--- config.mk ---
export PLATFORM = sky130hd
export DESIGN_NAME = pipe_add_flat
export DESIGN_NICKNAME = d
export VERILOG_FILES = /design/src/rtl/pipe_add_if.sv /design/src/rtl/pipe_add.sv /design/src/flat_wrapper.sv
export SDC_FILE = /design/constraint.sdc
export NUM_CORES = 1
export LEC_CHECK = 0
export BUFFER_PORTS_ARGS = -buffer_cell sky130_fd_sc_hd__buf_2
export CORE_MARGIN = 2
export CORE_UTILIZATION = 54
export CTS_BUF_LIST = sky130_fd_sc_hd__clkbuf_4
export DETAILED_ROUTE_END_ITERATION = 10
export GPL_ROUTABILITY_DRIVEN = 0
export MAX_ROUTING_LAYER = met4
export PLACE_DENSITY = 0.78
export RECOVER_POWER = 50
export SYNTH_ARGS = -nofsm -noshare
export SYNTH_HDL_FRONTEND = slang
export SYNTH_SLANG_ARGS = --single-unit
--- constraint.sdc ---
create_clock -name clk -period 2.21 [get_ports clk]
set_clock_uncertainty 0.05 [all_clocks]
set_input_delay 0.3315 -clock clk [delete_from_list [all_inputs] [get_ports clk]]
set_output_delay 0.3315 -clock clk [all_outputs]
set_load 0.01 [all_outputs]
--- src/rtl/pipe_add_if.sv ---
// Handshake/data bundle for pipe_add; `sub` exists only when PIPE_ADD_SUB_EN is defined.
interface pipe_add_if #(
    parameter int WIDTH = 16
);
    logic             in_valid;
    logic             in_ready;
    logic [WIDTH-1:0] a;
    logic [WIDTH-1:0] b;
    logic             ci;
`ifdef PIPE_ADD_SUB_EN
    logic             sub;
`endif
    logic             out_valid;
    logic             out_ready;
    logic [WIDTH-1:0] s;
    logic             co;
    logic             ovf;

`ifdef PIPE_ADD_SUB_EN
    modport master (output in_valid, a, b, ci, sub, out_ready,
                    input  in_ready, out_valid, s, co, ovf);
    modport slave  (input  in_valid, a, b, ci, sub, out_ready,
                    output in_ready, out_valid, s, co, ovf);
`else
    modport master (output in_valid, a, b, ci, out_ready,
                    input  in_ready, out_valid, s, co, ovf);
    modport slave  (input  in_valid, a, b, ci, out_ready,
                    output in_ready, out_valid, s, co, ovf);
`endif
endinterface

--- src/rtl/pipe_add.sv ---
// Pipelined ripple-carry adder: WIDTH bits split into STAGES chunks, one chunk per stage,
// valid/ready at both ends with bubble collapse. Define PIPE_ADD_SUB_EN for a-b support.
module pipe_add #(
    parameter int WIDTH  = 16,
    parameter int STAGES = 4
) (
    input logic       clk,
    input logic       rst_n,
    pipe_add_if.slave bus
);
    localparam int unsigned C = WIDTH / STAGES;

    if (STAGES < 1 || STAGES > WIDTH) begin : g_bad_stages
        $error("pipe_add: STAGES must be in 1..WIDTH");
    end
    if (WIDTH % STAGES != 0) begin : g_bad_split
        $error("pipe_add: WIDTH must be a multiple of STAGES");
    end

    function automatic logic [C:0] chunk_add(input logic [C-1:0] x, input logic [C-1:0] y,
                                             input logic cin);
        logic [C-1:0] sum;
        logic         c;
        c = cin;
        for (int unsigned i = 0; i < C; i++) begin
            sum[i] = x[i] ^ y[i] ^ c;
            c      = (x[i] & y[i]) | (c & (x[i] ^ y[i]));
        end
        return {c, sum};
    endfunction

    logic [STAGES-1:0] valid_q, valid_d;
    logic [STAGES-1:0] load, adv;
    logic [WIDTH-1:0]  sum_q [STAGES];
    logic [WIDTH-1:0]  sum_d [STAGES];
    logic [WIDTH-1:0]  a_q   [STAGES];
    logic [WIDTH-1:0]  a_d   [STAGES];
    logic [WIDTH-1:0]  b_q   [STAGES];
    logic [WIDTH-1:0]  b_d   [STAGES];
    logic              carry_q [STAGES];
    logic              carry_d [STAGES];
    logic [WIDTH-1:0]  b_eff;
    logic              c_in;
    logic [C:0]        rk;

    always_comb begin
        b_eff = bus.b;
        c_in  = bus.ci;
`ifdef PIPE_ADD_SUB_EN
        // Stage 0 stores the effective operand, so later stages never see `sub`.
        if (bus.sub) begin
            b_eff = ~bus.b;
            c_in  = 1'b1;
        end
`endif
        adv              = '0;
        adv[STAGES-1]    = bus.out_ready;
        for (int unsigned j = 1; j < STAGES; j++) begin
            adv[STAGES-1-j] = !valid_q[STAGES-j] || adv[STAGES-j];
        end

        load    = '0;
        load[0] = bus.in_valid && (!valid_q[0] || adv[0]);
        for (int unsigned k = 1; k < STAGES; k++) begin
            load[k] = valid_q[k-1] && (!valid_q[k] || adv[k]);
        end

        valid_d = valid_q;
        sum_d   = sum_q;
        a_d     = a_q;
        b_d     = b_q;
        carry_d = carry_q;
        rk      = '0;

        for (int unsigned k = 0; k < STAGES; k++) begin
            valid_d[k] = load[k] || (valid_q[k] && !adv[k]);
        end

        rk = chunk_add(bus.a[C-1:0], b_eff[C-1:0], c_in);
        if (load[0]) begin
            a_d[0]          = bus.a;
            b_d[0]          = b_eff;
            sum_d[0]        = '0;
            sum_d[0][C-1:0] = rk[C-1:0];
            carry_d[0]      = rk[C];
        end

        for (int unsigned k = 1; k < STAGES; k++) begin
            rk = chunk_add(a_q[k-1][k*C +: C], b_q[k-1][k*C +: C], carry_q[k-1]);
            if (load[k]) begin
                a_d[k]            = a_q[k-1];
                b_d[k]            = b_q[k-1];
                sum_d[k]          = sum_q[k-1];
                sum_d[k][k*C +: C] = rk[C-1:0];
                carry_d[k]        = rk[C];
            end
        end
    end

    always_ff @(posedge clk or negedge rst_n) begin
        if (!rst_n) begin
            valid_q <= '0;
            for (int unsigned k = 0; k < STAGES; k++) begin
                sum_q[k]   <= '0;
                a_q[k]     <= '0;
                b_q[k]     <= '0;
                carry_q[k] <= 1'b0;
            end
        end else begin
            valid_q <= valid_d;
            sum_q   <= sum_d;
            a_q     <= a_d;
            b_q     <= b_d;
            carry_q <= carry_d;
        end
    end

    assign bus.in_ready  = !valid_q[0] || adv[0];
    assign bus.out_valid = valid_q[STAGES-1];
    assign bus.s         = sum_q[STAGES-1];
    assign bus.co        = carry_q[STAGES-1];
    assign bus.ovf       = (a_q[STAGES-1][WIDTH-1] == b_q[STAGES-1][WIDTH-1]) &&
                           (sum_q[STAGES-1][WIDTH-1] != a_q[STAGES-1][WIDTH-1]);
endmodule

--- src/flat_wrapper.sv ---
// flat-port wrapper written by rule: the top's interface ports become plain ports
module pipe_add_flat 
#(
    parameter int WIDTH  = 16,
    parameter int STAGES = 4
)
  (clk, rst_n, bus_in_valid, bus_a, bus_b, bus_ci, bus_out_ready, bus_in_ready, bus_out_valid, bus_s, bus_co, bus_ovf);
  pipe_add_if #(.WIDTH(WIDTH)) bus_i ();
  input logic clk;
  input logic rst_n;
  input wire logic [$bits(bus_i.in_valid)-1:0] bus_in_valid;
  input wire logic [$bits(bus_i.a)-1:0] bus_a;
  input wire logic [$bits(bus_i.b)-1:0] bus_b;
  input wire logic [$bits(bus_i.ci)-1:0] bus_ci;
  input wire logic [$bits(bus_i.out_ready)-1:0] bus_out_ready;
  output wire logic [$bits(bus_i.in_ready)-1:0] bus_in_ready;
  output wire logic [$bits(bus_i.out_valid)-1:0] bus_out_valid;
  output wire logic [$bits(bus_i.s)-1:0] bus_s;
  output wire logic [$bits(bus_i.co)-1:0] bus_co;
  output wire logic [$bits(bus_i.ovf)-1:0] bus_ovf;
  assign bus_i.in_valid = bus_in_valid;
  assign bus_i.a = bus_a;
  assign bus_i.b = bus_b;
  assign bus_i.ci = bus_ci;
  assign bus_i.out_ready = bus_out_ready;
  assign bus_in_ready = bus_i.in_ready;
  assign bus_out_valid = bus_i.out_valid;
  assign bus_s = bus_i.s;
  assign bus_co = bus_i.co;
  assign bus_ovf = bus_i.ovf;
  pipe_add #(.WIDTH(WIDTH), .STAGES(STAGES)) u_core (.clk(clk), .rst_n(rst_n), .bus(bus_i));
endmodule
; ---- Word-level counts from Yosys, hierarchy flattened
; Index checks and enable logic that the tools add are counted.
[totals]
ff_bits = 176
mem_bits_rw = 0
latch_bits = 0
mem_count = 0
in_bits = 37
wordCells = 124
rom_bits = 0
[classes]
n_reduce_logical = 25
n_lt_le_gt_ge = 0
n_eq_ne = 2
n_shift = 0
div_mod_pow = 0
muxes = 0
n_addsub = 0
mul = 0
bitwise_logic = 80
[ops]
columns = operator, n
row1 = 1-bit AND, 32
row2 = 1-bit XOR, 32
row3 = 1-bit bitwise OR, 16
row4 = 1-bit logical AND, 9
row5 = 1-bit zero test, 8
row6 = 1-bit logical OR, 8
row7 = 1-bit == test, 1
row8 = 1-bit != test, 1

; ---- Logic depth before layout (Yosys ltp)
[depth]
depth_word = 9
mapped_depth = 8
ltp_nobuf = 8

; ---- Worst setup path after synthesis
; No wires, ideal clock.
[synth_timing]
path_kind = register to register
from = register u_core.carry_q[1] (netlist bit)
to = register u_core.sum_q, in the netlist u_core.bus.s[15]
stages_incl_launch_ff = 9
t_arrival_ns = 2.093
setup_slack_ns = -0.015
setup_time_ns = 0.082
required_ns = 2.078
period_less_slack_ns = 2.225
path_buffers = 0
path_cell_list = dfrtp_1 -> inv_1 -> fa_1 -> inv_1 -> fa_1 -> fa_1 -> inv_1 -> fa_1 -> a31oi_1
[synth_between]
elab_chain_cells = 7
[synth_rtl]
columns = element, line_no
row1 = "start, declared", pipe_add.sv:40  ; logic carry_q [STAGES];
row2 = "start signal, assigned", pipe_add.sv:114  ; carry_q <= carry_d;
row3 = 1-bit AND, pipe_add.sv:27  ; c = (x[i] & y[i]) | (c & (x[i] ^ y[i]));
row4 = 1-bit bitwise OR, pipe_add.sv:27
row5 = 1-bit AND, pipe_add.sv:27
row6 = 1-bit bitwise OR, pipe_add.sv:27
row7 = 1-bit AND, pipe_add.sv:27
row8 = 1-bit bitwise OR, pipe_add.sv:27
row9 = 1-bit XOR, pipe_add.sv:26  ; sum[i] = x[i] ^ y[i] ^ c;
row10 = "end signal, assigned", pipe_add.sv:111  ; sum_q <= sum_d;
row11 = "end, declared", pipe_add.sv:34  ; logic [WIDTH-1:0] sum_q [STAGES];
; No other way between the ends.
; A chain may end at the register's enable or synchronous reset.

; ---- Final worst setup path
[layout_timing]
from = register u_core.b_q[28] (netlist bit)
to = register u_core.sum_q, in the netlist u_core.bus.s[15]
[layout_between]
elab_chain_cells = 8
word_cells_on_any_way = 9
classes_between = bitwise: 9
[layout_rtl]
columns = element, line_no
row1 = "start, declared", pipe_add.sv:38  ; logic [WIDTH-1:0] b_q [STAGES];
row2 = "start signal, assigned by index", pipe_add.sv:106  ; b_q[k] <= '0;
row3 = "start signal, assigned", pipe_add.sv:113  ; b_q <= b_d;
row4 = 1-bit XOR, pipe_add.sv:27
row5 = 1-bit AND, pipe_add.sv:27
row6 = 1-bit bitwise OR (*), pipe_add.sv:27
row7 = 1-bit AND (*), pipe_add.sv:27
row8 = 1-bit bitwise OR (*), pipe_add.sv:27
row9 = 1-bit AND (*), pipe_add.sv:27
row10 = 1-bit bitwise OR (*), pipe_add.sv:27
row11 = 1-bit XOR (*), pipe_add.sv:26
; Every way passes the cells marked *; elsewhere a longest branch is shown, timed or not.

==> qor.yml <==
run_status:
  status: "finished clean"
clock_network:
  path_clk_slew_ns: 0.15
  numCtsBuffers: 9
  cts_buffer_depth: 2
  clk_latency_ns: 0.43
  cts-root-buf: "clkbuf_4"
  cts_tree: "yes"
  h-tree-depth: 3
  clock-sinks: 98
place:
  dp_hpwl_microns: 4960
  portBuffers: 56
  place_ws_ns: -0.0949
  placed_cells: 429
  dpl_cell_area_sq_um: 4590
logic_synthesis:
  yosysUniqueCellTypes: 21
  synth_common_cells: "98 x dfrtp_1, 75 x mux2_2, 36 x inv_1"
  synthesis.area_sq_um: 4270
  ys_seq_area_share_pct: 57.4
  syn_nets: 341
  syn_avg_cell_area_sq_um: 14.8
  synthCells: 288
  ys_warn_count: 0
  yosysMostFrequentCell: "dfrtp_1"
  yosys-top-cells-area: "dfrtp_1 57%, mux2_2 20%, fa_1 7.5%"
  synth_top_flop_cell: "dfrtp_1"
  synth-edff-count: 0
  async_flop_share_pct: 100
  yosys.area.top_type_share_pct: 57.4
  yosys.area.top_type: "dfrtp_1"
  ys_ff_latch: 98
power:
  power_frac_comb_pct: 30.6
  p_seq_share_pct: 52.3
  peakVddDrop_uv: 550
  p_per_area_nw_per_um2: 1120
  switching_share_pct: 30.8
  leakagePower_nw: 2.24
  switchingPower_mw: 1.64
  power_mw: 5.32
  clock_power_share_pct: 17.1
  power.internal_mw: 3.68
detailed_routing:
  post_drt_wl_per_cell_microns: 14.9
  vias: 2205
  antenna_left: 0
  routed_via_density: 4.92
  wl_microns: 6690
  drc: 0
  first_pass_iters: 3
  drtIter0Drc: 71
critical_path:
  cpMostUsedCell: "inv_2"
  end_kind: "flop"
  cp-start-kind: "flop"
  cp.arrival_ns: 2.49
  crit_slowest_cell: "dfrtp_1"
  worst_ep_required_time_ns: 2.52
  crit_path_cell_trace: "inv_2 > fa_1 > inv_2 > fa_2 > fa_2 > inv_2 > fa_1 > a31oi_1"
  crit_type: "reg2reg"
  cpPeakStageDelay_ns: 0.41
  crit_fanout: 2
global_routing:
  antenna_found_initial: 1
  grt_pass1_wl_microns: 11200
  grt_max_degree: 45
  grt-ovfl-total: 0
  grt_usage_pct: 17.7
  grt_pass1_vias: 2412
floorplanning:
  die_area_sq_um: 8640
  initial_core_util_pct: 55.6
  die_y_microns: 93.0
  placementRows: 32
  die_width_microns: 93.0
  io_pins: 57
  core_area_sq_um: 7690
sta:
  fmax_mhz: 459
  fin_ws_ns: 0.0293
  min_period_over_period_pct: 98.7
  setup_viol: 0
  worstMarginPinSlew_ns: 1.03
  hold_slack_ns: 0.0713
  slew_viol_final: 0
  slew_headroom_pct: 31.3
  rsz0062_at_grt: "yes"
  report.final.hold_viol_count: 0
  fin_crit_ns: 2.18
  fin_tns_setup_ns: 0
cells_and_area:
  fin_util_pct: 61.6
  finalInstanceArea_sq_um: 4740
  layout-drive-gt1-share_pct: 51.3
  layout.cells.non_filler: 448
  multi_input_area_sq_um: 1520
  fillers: 601
  fin_nets: 394
  regArea_sq_um: 2450
  area_delta_synth_final_pct: 10.8
flow_run:
  maxCapViolations: 0
hold_path:
  min_path_type: "in2reg"
final cells by class:
| class | count | share of cell area, % |
|---|---|---|
| Antenna cell | 1 | 0.0528 |
| Clock buffer | 10 | 1.58 |
| Clock inverter | 5 | 1.19 |
| Inverter | 36 | 2.85 |
| Multi-Input combinational cell | 130 | 32.0 |
| Sequential cell | 98 | 51.8 |
| Tap cell | 102 | 2.69 |
| Timing Repair Buffer | 66 | 7.84 |
flip-flops by register name, indices dropped and copies added, names as in the netlist:
register        flops
u_core.valid_q      4
u_core.a_q         25
u_core.b_q         25
u_core.sum_q       24
u_core.bus.s       16
u_core.bus.co       1
u_core.carry_q      3
cell families after synthesis:
family                     after synthesis  share of synthesized area [%]
buffers and inverters                   60                           7.76
muxes                                   90                           24.1
DFF                                     98                           57.4
adders and majority gates               16                           7.49
AOI/OAI and AO/OA                       12                           1.58
and+or+nand+nor                         12                           1.70
worst paths after layout:
| path | to | from | depth (start not counted) | slack, ns |
|---|---|---|---|---|
| setup / recovery | u_core.bus.s[15]$_DFFE_PN0P_ | u_core.b_q[28]$_DFFE_PN0P_ | 8 | 0.03 |
| setup reg to reg | u_core.bus.s[15]$_DFFE_PN0P_ | u_core.b_q[28]$_DFFE_PN0P_ | 8 | 0.03 |
| hold reg to reg | u_core.b_q[46]$_DFFE_PN0P_ | u_core.b_q[62]$_DFFE_PN0P_ | 1 | 0.45 |
| max in group asynchronous | u_core.sum_q[20]$_DFFE_PN0P_ | rst_n | 3 | 0.28 |
| hold / removal | u_core.a_q[59]$_DFFE_PN0P_ | bus_a[11] | 2 | 0.07 |
| min in group asynchronous | u_core.bus.s[0]$_DFFE_PN0P_ | rst_n | 2 | 0.55 |
cell usage in the layout, fill, tap and decap left out, types with 2 or more instances in the layout:
cell type and count:
inv_1 27, mux2_4 7, clkbuf_2 2, fa_1 10, fa_2 6, clkbuf_1 5
clkbuf_4 10, dfrtp_1 98, buf_12 2, nand2_1 5, mux2_2 75, clkinv_2 2
o21ai_0 6, buf_4 5, buf_2 51, inv_2 9, nand2_2 2, nand2b_1 2
mux2i_1 8
what timing repair did:
action	in CTS	in global routing
resized for setup	5	10
hold endpoints to repair	42	0
pin swaps	3	5
hold buffers	1	0
setup buffers	1	1
endpoints found under the setup margin	3	3
gates cloned	0	0
layer usage:
metal | wire [microns] | vias to the layer above | global-route usage [%]
met2 | 3440 | 40 | 29.5
met3 | 230 | 9 | 3.82
met5 | 0 | - | -
met1 | 2890 | 1109 | 21.0
met4 | 121 | 0 | 7.60
li1 | - | 1047 | -
power groups by stage:
stage          registers [mW]  clock network [mW]  logic (mW)
6_report                 2.78               0.908        1.63
3_5_place_dp             2.82                   0        1.63
2_1_floorplan            2.69                   0        1.34
5_1_grt                  2.86                1.03        1.85
4_1_cts                  2.78               0.933        1.65
3_3_place_gp             2.77                   0        1.54
worst max-delay path, delay by kind of cell (launching register included):
kind	cells	cell delay [ns]
AO/OA/AOI/OAI	1	0.19
adder cells (fa/ha/maj)	4	1.28
buffers and inverters	3	0.17
flip-flops	1	0.41
Power figures use the tool's default switching activity.
